<file path="config.mk">
export PLATFORM = sky130hd
export DESIGN_NAME = regfile_psr_flat
export DESIGN_NICKNAME = d
export VERILOG_FILES = /design/src/rtl/regfile_psr_pkg.sv /design/src/rtl/regfile_psr_if.sv /design/src/rtl/regfile_psr_psr_reg.sv /design/src/rtl/regfile_psr.sv /design/src/flat_wrapper.sv
export SDC_FILE = /design/constraint.sdc
export NUM_CORES = 1
export LEC_CHECK = 0
export ABC_AREA = 1
export CORE_MARGIN = 2
export CORE_UTILIZATION = 55
export DETAILED_ROUTE_END_ITERATION = 6
export GPL_ROUTABILITY_DRIVEN = 0
export PLACE_DENSITY = 0.77
export SYNTH_ARGS = -nofsm -noshare
export SYNTH_HDL_FRONTEND = slang
export SYNTH_SLANG_ARGS = --single-unit
</file>
<file path="constraint.sdc">
create_clock -name clk -period 11.6 [get_ports clk]
set_clock_uncertainty 0.1 [all_clocks]
set_input_delay 1.74 -clock clk [delete_from_list [all_inputs] [get_ports clk]]
set_output_delay 1.74 -clock clk [all_outputs]
set_load 0.05 [all_outputs]
</file>
<file path="src/rtl/regfile_psr_pkg.sv">
// Shared definitions for the ALU operand/result stage: datapath widths,
// PSR flag bit positions, ALU opcodes and the default per-opcode flag mask.
// Optional build macro used by regfile_psr: REGFILE_BYPASS_EN.
package regfile_psr_pkg;

  localparam int DATA_W = 16;
  localparam int NREGS  = 16;
  localparam int ADDR_W = 4;
  localparam int FLAG_W = 5;

  // PSR bit positions, {Z,C,F,N,L} = [4:0]
  localparam int FLAG_Z = 4;
  localparam int FLAG_C = 3;
  localparam int FLAG_F = 2;
  localparam int FLAG_N = 1;
  localparam int FLAG_L = 0;

  typedef enum logic [3:0] {
    OP_AND   = 4'd0,
    OP_OR    = 4'd1,
    OP_XOR   = 4'd2,
    OP_NOT   = 4'd3,
    OP_ADD   = 4'd4,
    OP_ADDU  = 4'd5,
    OP_ADDC  = 4'd6,
    OP_ADDCU = 4'd7,
    OP_SUB   = 4'd8,
    OP_SUBU  = 4'd9,
    OP_CMP   = 4'd10,
    OP_CMPU  = 4'd11,
    OP_LSH   = 4'd12,
    OP_LSHI  = 4'd13
  } alu_op_e;

  typedef logic [FLAG_W-1:0] flags_t;

  // Default flags_we the control stage builds per opcode. Logic ops only
  // touch Z/N; arithmetic and compares load everything; shifts load Z/N/C.
  function automatic flags_t flags_we_for(alu_op_e op);
    flags_t m;
    m = '0;
    case (op)
      OP_AND, OP_OR, OP_XOR, OP_NOT: begin
        m[FLAG_Z] = 1'b1;
        m[FLAG_N] = 1'b1;
      end
      OP_LSH, OP_LSHI: begin
        m[FLAG_Z] = 1'b1;
        m[FLAG_N] = 1'b1;
        m[FLAG_C] = 1'b1;
      end
      default: m = '1;
    endcase
    return m;
  endfunction

endpackage

</file>
<file path="src/rtl/regfile_psr_if.sv">
// Bus between the control/ALU side (master) and the register file (slave).
interface regfile_psr_if;
  import regfile_psr_pkg::*;

  logic [ADDR_W-1:0] ra_addr;
  logic [ADDR_W-1:0] rb_addr;
  logic [DATA_W-1:0] ra_data;
  logic [DATA_W-1:0] rb_data;
  logic              wr_en;
  logic [ADDR_W-1:0] wr_addr;
  logic [DATA_W-1:0] wr_data;
  logic [FLAG_W-1:0] flags_in;
  logic [FLAG_W-1:0] flags_we;
  logic [FLAG_W-1:0] psr;
  logic              cin;

  modport master (
    output ra_addr, rb_addr, wr_en, wr_addr, wr_data, flags_in, flags_we,
    input  ra_data, rb_data, psr, cin
  );

  modport slave (
    input  ra_addr, rb_addr, wr_en, wr_addr, wr_data, flags_in, flags_we,
    output ra_data, rb_data, psr, cin
  );
endinterface

</file>
<file path="src/rtl/regfile_psr_psr_reg.sv">
// Processor status register: per-bit masked load, async clear.
// cin is the carry bit straight off the register (never bypassed).
module psr_reg
  import regfile_psr_pkg::*;
(
  input  logic              clk,
  input  logic              reset,
  input  logic [FLAG_W-1:0] flags_in,
  input  logic [FLAG_W-1:0] flags_we,
  output logic [FLAG_W-1:0] psr,
  output logic              cin
);

  // Load only the bits whose mask is set; the rest hold.
  always_ff @(posedge clk or posedge reset) begin
    if (reset) psr <= '0;
    else       psr <= (psr & ~flags_we) | (flags_in & flags_we);
  end

  assign cin = psr[FLAG_C];

endmodule

</file>
<file path="src/rtl/regfile_psr.sv">
// Operand/result stage around the 16-bit ALU: NREGS x DATA_W register file
// with two combinational read ports and one write port, plus the PSR.
// Build macro REGFILE_BYPASS_EN: when defined, a read of the register being
// written this cycle returns wr_data (write-through forwarding).
module regfile_psr
  import regfile_psr_pkg::*;
(
  input  logic         clk,
  input  logic         reset,
  regfile_psr_if.slave bus
);

  logic [NREGS-1:0][DATA_W-1:0] regs;
  logic [NREGS-1:0]             wr_sel;
  logic [DATA_W-1:0]            ra_arr, rb_arr;
  logic [DATA_W-1:0]            ra_q, rb_q;

  // One-hot write decode; an address past NREGS selects nothing and is dropped.
  always_comb begin
    wr_sel = '0;
    for (int i = 0; i < NREGS; i++)
      wr_sel[i] = bus.wr_en && (bus.wr_addr == ADDR_W'(i));
  end

  // Per-register storage, each cleared asynchronously.
  for (genvar g = 0; g < NREGS; g++) begin : g_reg
    always_ff @(posedge clk or posedge reset) begin
      if (reset)          regs[g] <= '0;
      else if (wr_sel[g]) regs[g] <= bus.wr_data;
    end
  end

  // Read muxes; an unmatched (out-of-range) address reads 0.
  always_comb begin
    ra_arr = '0;
    rb_arr = '0;
    for (int i = 0; i < NREGS; i++) begin
      if (bus.ra_addr == ADDR_W'(i)) ra_arr = regs[i];
      if (bus.rb_addr == ADDR_W'(i)) rb_arr = regs[i];
    end
  end

`ifdef REGFILE_BYPASS_EN
  logic wr_ok;
  assign wr_ok = |wr_sel;

  // Forward the in-flight write to a port reading the same register.
  always_comb begin
    ra_q = ra_arr;
    rb_q = rb_arr;
    if (wr_ok && (bus.ra_addr == bus.wr_addr)) ra_q = bus.wr_data;
    if (wr_ok && (bus.rb_addr == bus.wr_addr)) rb_q = bus.wr_data;
  end
`else
  // No forwarding: new data shows up the cycle after the write.
  always_comb begin
    ra_q = ra_arr;
    rb_q = rb_arr;
  end
`endif

  // Ports read 0 while reset is held, even with a write pending.
  assign bus.ra_data = reset ? '0 : ra_q;
  assign bus.rb_data = reset ? '0 : rb_q;

  psr_reg u_psr (
    .clk      (clk),
    .reset    (reset),
    .flags_in (bus.flags_in),
    .flags_we (bus.flags_we),
    .psr      (bus.psr),
    .cin      (bus.cin)
  );

endmodule

</file>
<file path="src/flat_wrapper.sv">
// flat-port wrapper written by rule: the top's interface ports become plain ports
module regfile_psr_flat import regfile_psr_pkg::*;
  (clk, reset, bus_ra_addr, bus_rb_addr, bus_wr_en, bus_wr_addr, bus_wr_data, bus_flags_in, bus_flags_we, bus_ra_data, bus_rb_data, bus_psr, bus_cin);
  regfile_psr_if bus_i ();
  input  logic clk;
  input  logic reset;
  input wire logic [$bits(bus_i.ra_addr)-1:0] bus_ra_addr;
  input wire logic [$bits(bus_i.rb_addr)-1:0] bus_rb_addr;
  input wire logic [$bits(bus_i.wr_en)-1:0] bus_wr_en;
  input wire logic [$bits(bus_i.wr_addr)-1:0] bus_wr_addr;
  input wire logic [$bits(bus_i.wr_data)-1:0] bus_wr_data;
  input wire logic [$bits(bus_i.flags_in)-1:0] bus_flags_in;
  input wire logic [$bits(bus_i.flags_we)-1:0] bus_flags_we;
  output wire logic [$bits(bus_i.ra_data)-1:0] bus_ra_data;
  output wire logic [$bits(bus_i.rb_data)-1:0] bus_rb_data;
  output wire logic [$bits(bus_i.psr)-1:0] bus_psr;
  output wire logic [$bits(bus_i.cin)-1:0] bus_cin;
  assign bus_i.ra_addr = bus_ra_addr;
  assign bus_i.rb_addr = bus_rb_addr;
  assign bus_i.wr_en = bus_wr_en;
  assign bus_i.wr_addr = bus_wr_addr;
  assign bus_i.wr_data = bus_wr_data;
  assign bus_i.flags_in = bus_flags_in;
  assign bus_i.flags_we = bus_flags_we;
  assign bus_ra_data = bus_i.ra_data;
  assign bus_rb_data = bus_i.rb_data;
  assign bus_psr = bus_i.psr;
  assign bus_cin = bus_i.cin;
  regfile_psr u_core (.clk(clk), .reset(reset), .bus(bus_i));
endmodule
</file>
Yosys cells after proc, flatten, opt, wreduce, memory -nomap -nowiden --
Cells that the tools add are included.
Word-level totals: flip-flop bits (word level) 261, input port bits 41, logic and storage cells 119
Cells by class: bitwise logic cells 4, muxes and demuxes 34, equal/unequal tests 45, reduce and logical (&&, ||, !) cells 19
Operators by type and width (count):
- two-way mux 16 bit | 34
- == test 4 bit (second input constant) | 24
- == test 4 x 3 -> 1 bit (second input constant) | 12
- == test 4 x 2 -> 1 bit (second input constant) | 6
- logical AND 1 bit | 16
- == test 4 x 1 -> 1 bit (second input constant) | 3
- zero test 4 bit | 3
- bitwise AND 5 bit | 2
- inverter 5 bit | 1
- OR 5 bit | 1

Logic depth before layout (Yosys ltp) --
word-level depth 18, gate-level depth with buffers 16

Modules after synthesis --
Synthesis repeated with hierarchy kept, for this count alone.
Second synthesis, totals: cells, all modules 2015, area, all modules 14004.7 µm²
Modules (own cells, without submodules):
- regfile_psr | cells an instance 1988, area an instance 13793.2 µm², sequential area each 6406.1 µm², times used 1
- psr_reg | cells an instance 27, area an instance 211.5 µm², sequential area each 125.1 µm², times used 1

Least setup slack after synthesis --
No wires, ideal clock.
kind input-to-output, start point in reset, end point out bus_ra_data[12], buffers on the path 1, arrival time 11264 ps, slack -1504 ps, required time 9760 ps, cell stages on the path 4, cells stage by stage inv_1 clkbuf_1 o21ai_0 nor2_1
On the way: cells in the longest elaborated chain, start to end 1
Ends and longest elaborated chain:
- start: declaration | RTL line flat_wrapper.sv:6 | input logic reset;
- two-way mux 16 bit | RTL line regfile_psr.sv:63 | assign bus.ra_data = reset ? '0 : ra_q;
- end: declaration | RTL line flat_wrapper.sv:14 | output wire logic [$bits(bus_i.ra_data)-1:0] bus_ra_data;
No other way between the ends.

Final worst setup path --
start point in bus_rb_addr[1], end point out bus_rb_data[10]
On the way: cells in the longest elaborated chain, start to end 18, elaborated cells on any way between the ends 33, those cells by class 15 x eq/ne; 17 x mux; 1 x reduce/logical
Ends and longest elaborated chain:
- start: declaration | RTL line flat_wrapper.sv:8 | input wire logic [$bits(bus_i.rb_addr)-1:0] bus_rb_addr;
- zero test 4 bit | RTL line regfile_psr.sv:39 | if (bus.rb_addr == ADDR_W'(i)) rb_arr = regs[i];
- two-way mux 16 bit (15 in series) | RTL line regfile_psr.sv:39
- two-way mux 16 bit * | RTL line regfile_psr.sv:39
- two-way mux 16 bit * | RTL line regfile_psr.sv:64 | assign bus.rb_data = reset ? '0 : rb_q;
- end: declaration | RTL line flat_wrapper.sv:15 | output wire logic [$bits(bus_i.rb_data)-1:0] bus_rb_data;
Every way passes the cells marked *; elsewhere a longest branch is shown, timed or not.

==> out/metrics.cfg <==
[die]
die_x_um=163.9
io_pins=79
start_util=0.5600
coreArea_sq_mm=0.02511
dieArea_sq_mm=0.02686
row_count=58
die-height_um=163.9

[cts]
cts_max_path_buffers=3
cts_tree=built
htree_levels=1
clock_latency_ns=0.56
hold_buffers=0
cts.sinks=261
cts-root-buf=clkbuf_16
numCtsBuffers=29
post-cts-setup-buffers=0
clk_pin_slew_ns=0.06
cts_resized=0

[global_routing]
gr-total-overflow=0
grt_max_degree=153
grtUsageTotal=0.3611
grt_first_pass_wirelength_um=74360
antenna_found_initial=1
grt_pass1_vias=13390

[synth]
syn_nets=2051
synth_area_per_cell_sq_um=6.996
ys_seq_elements=261
synth_area_leader_cell=dfrtp_1
yosys_warnings=0
synth_area_leaders=dfrtp_1 46%, nand2_1 17%, o21ai_0 9.7%
synth_flop_cell=dfrtp_1
synthTopCellsByCount=646 x nand2_1, 273 x o21ai_0, 261 x dfrtp_1, 218 x inv_1, 211 x nor2_1
synthesis.area_sq_mm=0.01406
synth_edf_count=0
synthArstFlopShare=1.000
yosys.cell_count.top_type=nand2_1
synthDistinctLibCells=24
synth-seq-area-share=0.4645
synth_top_cell_area_share=0.4645
synthCells=2010

[min_path]
hp-start=u_core.regs[246]$_DFFE_PP0P_
hold_depth=2
min_to=u_core.regs[246]$_DFFE_PP0P_
hold_class=reg -> reg

[layout]
post-route-util=0.6391
areaGrowthSynthToFinish_pct=14.12
final_nets=2077
top_register=u_core.regs
drive_gt1_frac=0.05682
largest_reg_flops=256
diodes=0
reg_top3=u_core.regs: 256 flops

[timing]
max_freq_ghz=0.1346
setup_viol=0
tightest_slew_ns=1.344
fin_crit_ns=7.427
setup_tns_ns=0
slew_headroom=0.1028
final_hold_viol_count=0
fin_crit_sh=0.6402
slew_viol_final=0
rsz0062_at_grt=false

[setup_path]
cpMaxStageDelayCell=clkdlybuf4s50_1
arrival_ns=5.59
crit_type=in -> out
start_kind=primary input
r2r-start=u_core.regs[31]$_DFFE_PP0P_
path_common_cell=nand2_1
crit_chain=clkdlybuf4s50_1 > nor2_1 > nand2_1 > inv_1 > nand2_1 > nand4_1 > nand2_1 > nand3_1 > nand2_1 > a21oi_1 > clkdlybuf4s50_1
r2r_setup_slack_ns=10.70
cp.required_ns=9.76
cp_max_fo=13
reg2regPathDepth=2
critPathMaxStageDelay_ns=0.86
reg2reg_to=u_core.regs[31]$_DFFE_PP0P_
worstSetupEndpointType=output port

[route]
wl_per_cell_um=19.91
via_per_inst=5.887
dr.pass1.iters=7
antenna_left=0
drtIter0Drc=1987
drc=1
drt_wl_total_um=47560
vias=14070

[power_and_ir_drop]
pwr_density_cell_mw_per_mm2=174.5
vdd_drop_max_mv=0.1279
power.total_uw=2801
leakagePower_uw=0.007430

[outcome]
status=complete, but fails checks
violations=DRC

[placement]
dp_hpwl_um=32420
io_buffers=78

[job]
maxCapViolCount=0

[how the worst max path moves through the flow]
stage	startpoint	to	slack [ns]	cells past startpoint
2_1_floorplan	reset	bus_ra_data[12]	3.13	4
3_3_place_gp	reset	bus_rb_data[14]	4.42	6
3_5_place_dp	bus_rb_addr[1]	bus_rb_data[4]	4.40	11
4_1_cts	bus_rb_addr[1]	bus_rb_data[4]	4.36	11
5_1_grt	reset	bus_rb_data[14]	4.02	6
6_report	bus_rb_addr[1]	bus_rb_data[10]	4.17	11
[power breakdown]
part	switching, uW	internal, uW	total (uW)
Clock	398	612	1010
Sequential	146	1110	1260
Combinational	360	174	533
[worst max-delay path: cells and delay by family]
family	cells	cell delay, ns
AND/OR/NAND/NOR	7	1.63
buffers and inverters	3	1.96
AO/OA/AOI/OAI	1	0.24
[layer usage]
| metal | GRT usage | wire length [um] |
|---|---|---|
| met1 | 0.4834 | 18480 |
| met2 | 0.5527 | 20700 |
| met3 | 0.07399 | 5247 |
| met4 | 0.1982 | 3123 |
| met5 | 0 | 11 |
[logic make-up after synthesis]
group,share of synthesized area
AO/OA/AOI/OAI,0.1305
buffers and inverters,0.09183
multiplexers,0.004004
flip-flops,0.4645
AND/OR/NAND/NOR,0.3092
[through the flow]
stage | worst slack (ns) | hold WS [ns] | std cells | instance area (sq um)
floorplan | 3.128 | 0.3530 | 2010 | 14060
global placement | 4.419 | 0.3676 | 2335 | 15010
detailed placement | 4.400 | 0.3735 | 2335 | 15010
CTS | 4.363 | 0.3882 | 2389 | 16050
global route | 4.025 | 0.4161 | 2389 | 16050
finish | 4.173 | 0.3838 | 2389 | 16050
[cell type report]
class,instances,area (sq um)
clock buffers,36,782.0
clock inverters,18,254.0
fillers,2265,9062
inverters,225,852.1
multi-input cells,1420,6264
flip-flops and latches,261,6531
well taps,330,412.9
repair buffers,99,950.9
[cells in the final DEF, fill, tap and decap left out, drive strengths merged, types with 21 or more instances in the layout]
cell and instances:
dfrtp 261, nand2 651, a21oi 85, nand4 80
nor2 223, buf 21, clkdlybuf4s50 78, clkbuf 36
inv 226, nand3 82, o21ai 280
No activity file was read; power rests on OpenSTA's default activity.
